### src/rtl/muldiv_unit.sv
// muldiv_unit: iterative unsigned 32-bit multiply/divide unit.
// It computes one bit per clock using shift-add multiply and restoring divide.
// While an operation is in flight, busy stalls decode. The unit then issues a
// one-cycle done/reg_write strobe toward the register file write port.
module muldiv_unit #(
  parameter int WIDTH = 32,
  parameter int CNT_W = 5
) (
  input  logic             clk,
  input  logic             rst,
  input  logic             start,
  input  logic [1:0]       op,
  input  logic [WIDTH-1:0] src_a,
  input  logic [WIDTH-1:0] src_b,
  input  logic [4:0]       rd_in,
  output logic             busy,
  output logic             done,
  output logic [WIDTH-1:0] result,
  output logic [4:0]       rd_out,
  output logic             reg_write
);

  typedef enum logic [1:0] {
    IDLE = 2'b00,
    RUN  = 2'b01,
    DONE = 2'b10
  } state_t;

  localparam logic [1:0] OP_MUL   = 2'b00;
  localparam logic [1:0] OP_MULHU = 2'b01;
  localparam logic [1:0] OP_DIVU  = 2'b10;
  localparam logic [1:0] OP_REMU  = 2'b11;

  state_t             state_reg, state_next;
  logic [CNT_W-1:0]   cnt_reg;
  logic [1:0]         op_reg;
  logic [WIDTH-1:0]   a_reg;       // multiplicand
  logic [WIDTH-1:0]   b_reg;       // divisor
  logic [4:0]         rd_reg;
  logic [2*WIDTH-1:0] prod_reg;    // upper half accumulates, lower half holds the multiplier
  logic [WIDTH-1:0]   rem_reg;     // partial remainder (always below the divisor)
  logic [WIDTH-1:0]   quot_reg;    // dividend shifts out the top, quotient shifts in the bottom
  logic [WIDTH-1:0]   result_reg, result_next;
  logic               result_load;

  logic               accept;
  logic               div_by_zero;
  logic               last_iter;
  logic [WIDTH:0]     mul_sum;
  logic [2*WIDTH-1:0] prod_step;
  logic [WIDTH:0]     div_shift;
  logic               div_ge;
  logic [WIDTH-1:0]   rem_step;
  logic [WIDTH-1:0]   quot_step;

  assign accept      = (state_reg == IDLE) && start;
  assign div_by_zero = op[1] && (src_b == '0);
  assign last_iter   = (state_reg == RUN) && (cnt_reg == CNT_W'(WIDTH - 1));

  // One shift-add multiply step: conditionally add the multiplicand into the
  // upper half, then shift the whole product right by one bit.
  assign mul_sum   = {1'b0, prod_reg[2*WIDTH-1:WIDTH]} + (prod_reg[0] ? {1'b0, a_reg} : '0);
  assign prod_step = {mul_sum, prod_reg[WIDTH-1:1]};

  // One restoring divide step. The subtraction is kept only when it does not
  // go negative, so the stored remainder always fits in WIDTH bits.
  assign div_shift = {rem_reg, quot_reg[WIDTH-1]};
  assign div_ge    = (div_shift >= {1'b0, b_reg});
  assign rem_step  = div_ge ? WIDTH'(div_shift - {1'b0, b_reg}) : div_shift[WIDTH-1:0];
  assign quot_step = {quot_reg[WIDTH-2:0], div_ge};

  // Next-state logic and the status outputs that are derived from state.
  always_comb begin
    state_next = state_reg;
    busy       = 1'b0;
    done       = 1'b0;
    case (state_reg)
      IDLE: begin
        if (start) begin
          state_next = div_by_zero ? DONE : RUN;
        end
      end
      RUN: begin
        busy = 1'b1;
        if (last_iter) begin
          state_next = DONE;
        end
      end
      DONE: begin
        busy       = 1'b1;
        done       = 1'b1;
        state_next = IDLE;
      end
      default: state_next = IDLE;
    endcase
  end

  // Result capture: either the divide-by-zero answer at accept time, or the
  // final value selected from the last iteration's step values.
  always_comb begin
    result_load = 1'b0;
    result_next = result_reg;
    if (accept && div_by_zero) begin
      result_load = 1'b1;
      result_next = (op == OP_DIVU) ? '1 : src_a;
    end else if (last_iter) begin
      result_load = 1'b1;
      case (op_reg)
        OP_MUL:   result_next = prod_step[WIDTH-1:0];
        OP_MULHU: result_next = prod_step[2*WIDTH-1:WIDTH];
        OP_DIVU:  result_next = quot_step;
        OP_REMU:  result_next = rem_step;
        default:  result_next = result_reg;
      endcase
    end
  end

  // State register.
  always_ff @(posedge clk or negedge rst) begin
    if (!rst) begin
      state_reg <= IDLE;
    end else begin
      state_reg <= state_next;
    end
  end

  // Operand latching on accept and per-cycle iteration of the accumulators.
  always_ff @(posedge clk or negedge rst) begin
    if (!rst) begin
      cnt_reg  <= '0;
      op_reg   <= '0;
      a_reg    <= '0;
      b_reg    <= '0;
      rd_reg   <= '0;
      prod_reg <= '0;
      rem_reg  <= '0;
      quot_reg <= '0;
    end else if (accept) begin
      cnt_reg  <= '0;
      op_reg   <= op;
      a_reg    <= src_a;
      b_reg    <= src_b;
      rd_reg   <= rd_in;
      prod_reg <= {{WIDTH{1'b0}}, src_b};
      rem_reg  <= '0;
      quot_reg <= src_a;
    end else if (state_reg == RUN) begin
      cnt_reg <= cnt_reg + 1'b1;
      if (op_reg[1]) begin
        rem_reg  <= rem_step;
        quot_reg <= quot_step;
      end else begin
        prod_reg <= prod_step;
      end
    end
  end

  // Result register: holds its value until the next completion or reset.
  always_ff @(posedge clk or negedge rst) begin
    if (!rst) begin
      result_reg <= '0;
    end else if (result_load) begin
      result_reg <= result_next;
    end
  end

  assign result    = result_reg;
  assign rd_out    = rd_reg;
  assign reg_write = done && (rd_reg != 5'd0);

endmodule

### config.mk
export PLATFORM = sky130hd
export DESIGN_NAME = muldiv_unit
export DESIGN_NICKNAME = d
export VERILOG_FILES = /design/src/rtl/muldiv_unit.sv
export SDC_FILE = /design/constraint.sdc
export NUM_CORES = 1
export LEC_CHECK = 0
export BUFFER_PORTS_ARGS = -buffer_cell sky130_fd_sc_hd__buf_2
export CORE_MARGIN = 5
export CORE_UTILIZATION = 60
export DETAILED_ROUTE_END_ITERATION = 10
export GPL_TIMING_DRIVEN = 0
export PLACE_DENSITY = 0.8
export SETUP_SLACK_MARGIN = 0.1
export SYNTH_ARGS = -nofsm -noshare
export SYNTH_HDL_FRONTEND = slang
export SYNTH_SLANG_ARGS = --single-unit
### constraint.sdc
create_clock -name clk -period 4.5 [get_ports clk]
set_input_delay 0.675 -clock clk [delete_from_list [all_inputs] [get_ports clk]]
set_output_delay 0.675 -clock clk [all_outputs]
set_load 0.05 [all_outputs]
==> out/summary.txt, run 1 <==
Synth Area in Adders -> 6.19%
Sw Share -> 48.7%
Final worst setup slack -> 0.346 ns
R2R depth -> 11
Seq cells post-synth -> 238
EDFF count, synth -> 0
Yosys top cell by area -> dfrtp_1
Synth Area in Simple Gates -> 16.6%
Drt wl/cell -> 24.1 um
Skew final -> 0.0154 ns
H-tree depth -> 1
TritonCTS Buffers -> 27
GPL Wtd Cong -> 1.01
Die Wd -> 166 um
First-pass GRT wire length -> 80000 um
DRC -> 0
Worst EP required -> 4.92 ns
Cell variety after synth -> 68
Antenna Diode Count -> 0
IO Pins -> 114
Most frequent cell after synthesis -> nand2_1
Core box area -> 24100 sq um
Clk_lat worst skew -> 0.55 ns
Post-route ant nets -> 0
Max reg flops -> 64
Reg power frac -> 26.7%
Via-to-Cell Ratio -> 6.51
RSZ-0062 raised after global routing -> false
Setup violators final -> 0
Min Tclk post-route -> 4.15 ns
Flop2flop setup slack -> 0.35 ns
Post-CTS Resized -> 0
Largest net degree at the start of global routing -> 103
Setup bufs post-CTS -> 0
Async SR Flop Fraction -> 100%
Total track usage -> 37.0%
Critical path cell sequence -> ha_1 -> a211oi_1 -> nand2_1 -> or4b_4 -> a31oi_4 -> o21ai_2 -> a21boi_2 -> clkbuf_1 -> o21ai_0 -> a21oi_1 -> nor2_1
Top cell type's share of synthesized area -> 40.8%
Combinational Power Share -> 56.2%
Int Power -> 7.06 mW
Syn_nets -> 1849
Largest family of logic cells by synthesized area -> compound AO/OA/AOI/OAI gates
Initial core utilization -> 60.5%
CP max FO -> 10
Synth Area in Compound Gates -> 21.2%
Sequential cell area -> 5960 sq um
Final worst-path cycle share -> 92.3%
# port buffers -> 113
Clock slew at reported path FFs -> 0.06 ns
Initial antenna violation count -> 0
P per Cell Area -> 832 nW/um^2
Pre-Repair DR Iteration Count -> 6
Worst-Margin Slew -> 1.09 ns
Synth Area per Inst -> 8.56 sq um
Post-synth top cells -> nand2_1, dfrtp_1, o21ai_0
WS Path Type -> register to register
Final slew viol count -> 0
Top area cells in the synthesized netlist -> dfrtp_1, nand2_1, o21ai_0
Fraction of synthesized area in multiplexers -> 7.39%
Synth Area in XOR/XNOR -> 3.60%
CP Launch Type -> register
CTS tree -> built
Outcome -> finished, final reports clean
Crit-path slowest cell -> clkbuf_1
Clock Power Share -> 17.1%
Synth warnings -> 0
Total global routing overflow -> 0
Maxcap violations -> 0
Cell count after synthesis -> 1704
Register area share after synthesis -> 40.8%
Synth Cell Area -> 14600 sq um
VDD IR max -> 591 uV
Die Height -> 166 um
Max Buffers Root-to-Sink -> 3
Crit-path max cell delay -> 0.58 ns
Hold-fix buffers, CTS -> 0
CTS root buf -> clkbuf_16
NetSw -> 6.71 mW
CP arrival -> 4.57 ns
Worst min path class -> primary input to asynchronous set/reset pin
Die Footprint -> 27500 sq um
Num Clock Sinks -> 238
Nets -> 1993
Max Fclk -> 0.241 GHz
Via count -> 14300
Vias in the first global route -> 13700
Ratio of cells with drive above 1 in the final layout -> 9.91%
# fillers -> 1985
DP Wirelength -> 40200 um
Final Hold Fails -> 0
Multi-input logic area -> 8030 sq um
Row Count -> 57
Slew headroom -> 26.4%
Routed wire length -> 52700 um
Synth Flop Type -> dfrtp_1
Dpl ws -> 0.180 ns
Area Overhead vs Synth -> 13.4%
Initial detailed-routing violation count -> 1815
Final Util -> 68.7%
Leak -> 7.53 nW
Crit end category -> register
-- per-layer routing --
metal	GRT usage, %	wire length (um)
met1	52.8	21800
met2	56.2	22900
met3	4.57	5010
met4	18.3	3050
met5	0	0
-- final cells by class --
cell class / count / share of cell area (%)
buffer: 100 / 2.37
clock buffer: 35 / 4.38
clock inverter: 12 / 1.16
inverter: 58 / 1.32
multi-input combinational: 1308 / 48.5
sequential: 238 / 36.0
tap: 324 / 2.45
timing repair buffer: 115 / 3.81
-- placed cells by master (no fill, tap or decap), types with 13 or more instances in the layout --
master       n
nand2_1    275
dfrtp_1    238
o21ai_0    191
a21oi_1    138
nor2_1     134
buf_2      114
mux2i_1     92
clkbuf_1    88
ha_1        69
inv_1       58
and2_1      46
a211oi_1    37
xnor2_1     35
clkbuf_16   27
xor2_1      25
nor3_1      21
a21o_1      21
nand4_1     16
nand3_1     16
buf_1       14
o22ai_1     13
o211ai_1    13
o21ai_1     13
mux2_2      13
-- worst max-delay path: cells and delay by family (launching register included) --
family	cells	cell delay (ns)
AOI/OAI and AO/OA	6	1.91
adders and majority gates	1	0.36
buffers and inverters	1	0.58
DFF	1	0.41
and+or+nand+nor	3	0.76
-- cell families (layout without fill, tap and decap cells) --
group	Yosys count	count (layout)
flops	238	238
buf+inv	158	320
simple gates	556	556
mux	106	106
compound gates	515	515
xor+xnor	60	60
fa+ha+maj	71	71
-- power by group through the flow --
| stage | Clock (mW) | Sequential [mW] | Combinational, mW |
|---|---|---|---|
| 2_1_floorplan | 0 | 3.58 | 5.19 |
| 3_5_place_dp | 0 | 3.67 | 7.48 |
| 5_1_grt | 2.44 | 3.76 | 8.27 |
| 4_1_cts | 2.35 | 3.64 | 7.53 |
| 6_report | 2.36 | 3.68 | 7.73 |
| 3_3_place_gp | 0 | 3.64 | 7.33 |
-- metrics by stage --
stage          hold WS (ns)  total power [mW]  cell area, sq um  TNS (ns)  cells
2_1_floorplan         0.379              8.77             14600         0   1704
4_1_cts              0.0279              13.5             16500         0   2190
3_3_place_gp          0.455              11.0             15600   -357.15   2141
3_5_place_dp          0.455              11.1             15600         0   2143
5_1_grt              0.0433              14.5             16500         0   2190
6_report             0.0159              13.8             16500         0   2190
-- final timing paths --
kind | start | end
setup / recovery | rem_reg[13] | result[13]
max in group asynchronous | rst | prod_reg[40]
hold reg to reg | a_reg[16] | a_reg[16]
min in group clk | rd_in[0] | rd_out[0]
hold / removal | rst | rd_out[0]
setup reg to reg | rem_reg[13] | result[13]
No activity file was read; power rests on OpenSTA's default activity.
==> run 2: changes to the inputs <==
CORE_UTILIZATION = 55   (was 60)
PLACE_DENSITY = 0.77   (was 0.8)
clock period = 3.62 ns   (was 4.5 ns; I/O delays follow)
==> out/summary.txt, run 2 (same netlist as run 1, synthesis figures left out) <==
Worst-Margin Slew -> 1.00 ns
Via-to-Cell Ratio -> 6.39
GPL Wtd Cong -> 0.977
Maxcap violations -> 0
Pre-Repair DR Iteration Count -> 6
Final Hold Fails -> 0
Area Overhead vs Synth -> 17.6%
TritonCTS Buffers -> 28
CP Launch Type -> register
Core box area -> 26100 sq um
Post-route cell area -> 17200 sq um
Row Count -> 59
Dpl ws -> -0.604 ns
Nets -> 2005
Max Buffers Root-to-Sink -> 3
Most common cell after layout, fill and taps aside -> nand2_1
WS Path Type -> register to register
# port buffers -> 113
Ratio of cells with drive above 1 in the final layout -> 13.9%
# fillers -> 2176
Crit end category -> register
Worst EP required -> 4.08 ns
Initial antenna violation count -> 0
Clk_lat worst skew -> 0.56 ns
Die Height -> 173 um
First-pass GRT wire length -> 80400 um
CP arrival -> 4.12 ns
Initial core utilization -> 56.0%
CP max FO -> 10
DP Wirelength -> 40100 um
CTS root buf -> clkbuf_16
Slew headroom -> 33.2%
Setup violators final -> 1
Post-route ant nets -> 0
Outcome -> complete, but fails checks
Die Wd -> 173 um
Num Clock Sinks -> 238
IO Pins -> 114
Clock slew at reported path FFs -> 0.06 ns
RSZ-0062 raised after global routing -> true
R2R depth -> 14
Via count -> 14100
Placed cell area -> 15600 sq um
Leak -> 7.73 nW
Hold-fix buffers, CTS -> 0
Final worst setup slack -> -0.0384 ns
Initial detailed-routing violation count -> 1640
Total track usage -> 34.1%
Pwr Total -> 17.9 mW
Failing checks -> negative setup slack
Max Fclk -> 0.273 GHz
Antenna Diode Count -> 0
CTS tree -> built
Most frequent cells in the layout -> nand2_1, dfrtp_1, o21ai_0
Max reg flops -> 64
VDD IR max -> 683 uV
Vias in the first global route -> 13700
P per Cell Area -> 1040 nW/um^2
Final slew viol count -> 0
Largest net degree at the start of global routing -> 106
Final worst-path cycle share -> 101%
DRC -> 0
Routed wire length -> 53700 um
Total global routing overflow -> 0
Min Tclk post-route -> 3.66 ns
Flop2flop setup slack -> -0.04 ns
Worst min path class -> primary input to asynchronous set/reset pin
Drt wl/cell -> 24.3 um
Die Footprint -> 29900 sq um
H-tree depth -> 1
Skew final -> 0.0154 ns
-- run 2: layer usage --
metal  global-route usage [%]  wire length (um)
met5                        0                 0
met4                     14.0              2820
met3                     7.29              5260
met2                     52.1             23500
met1                     47.5             22200
-- run 2: cell type report --
class,count,area [sq um],share of cell area [%]
timing repair buffer,130,743,4.33
buffer,96,417,2.43
tap,335,419,2.44
clock inverter,7,140,0.817
sequential,238,5960,34.7
multi-input combinational,1308,8420,49.1
inverter,58,218,1.27
clock buffer,43,848,4.94
-- run 2: critical path, stage by stage, from the launching register on --
cell and delay [ns]:
dfrtp_2 0.47, clkbuf_4 0.24, nand2_1 0.13, fa_2 0.42, nor2b_2 0.15, o2111ai_2 0.17, a2111oi_4 0.45, a211oi_2 0.13
a211oi_2 0.34, o31a_1 0.31, buf_4 0.16, o21ai_2 0.06, a21oi_2 0.25, nand2_1 0.11, a21oi_2 0.19
-- run 2: path summary, 6_finish.rpt --
kind | startpoint | end
hold / removal | rst | rem_reg[10]
setup / recovery | prod_reg[0] | prod_reg[63]
hold reg to reg | a_reg[8] | a_reg[8]
max in group asynchronous | rst | prod_reg[59]
min in group clk | rd_in[4] | rd_out[4]
setup reg to reg | prod_reg[0] | prod_reg[63]
-- run 2: what timing repair did --
item / CTS / global route
pin swaps: 2 / 17
setup buffers: 0 / 15
setup endpoints to repair: 44 / 43
resized for setup: 45 / 53
-- run 2: power by group --
part           internal [mW]  total [mW]  switching, mW
sequential              3.75        4.62          0.874
combinational           3.66        10.2           6.54
clock                   1.89        3.08           1.20
total                   9.30        17.9           8.61
-- run 2: per-stage QoR --
step                      util [%]  instances  hold WS (ns)  TNS, ns
after CTS                     64.5       2202        0.0868        0
after detailed placement      60.0       2154         0.458   -16.19
final                         65.9       2215        0.0535  -0.0384
after global routing          65.9       2215         0.121   -0.190
after global placement        59.8       2152         0.454  -581.50
after floorplan                  -       1704         0.247        0
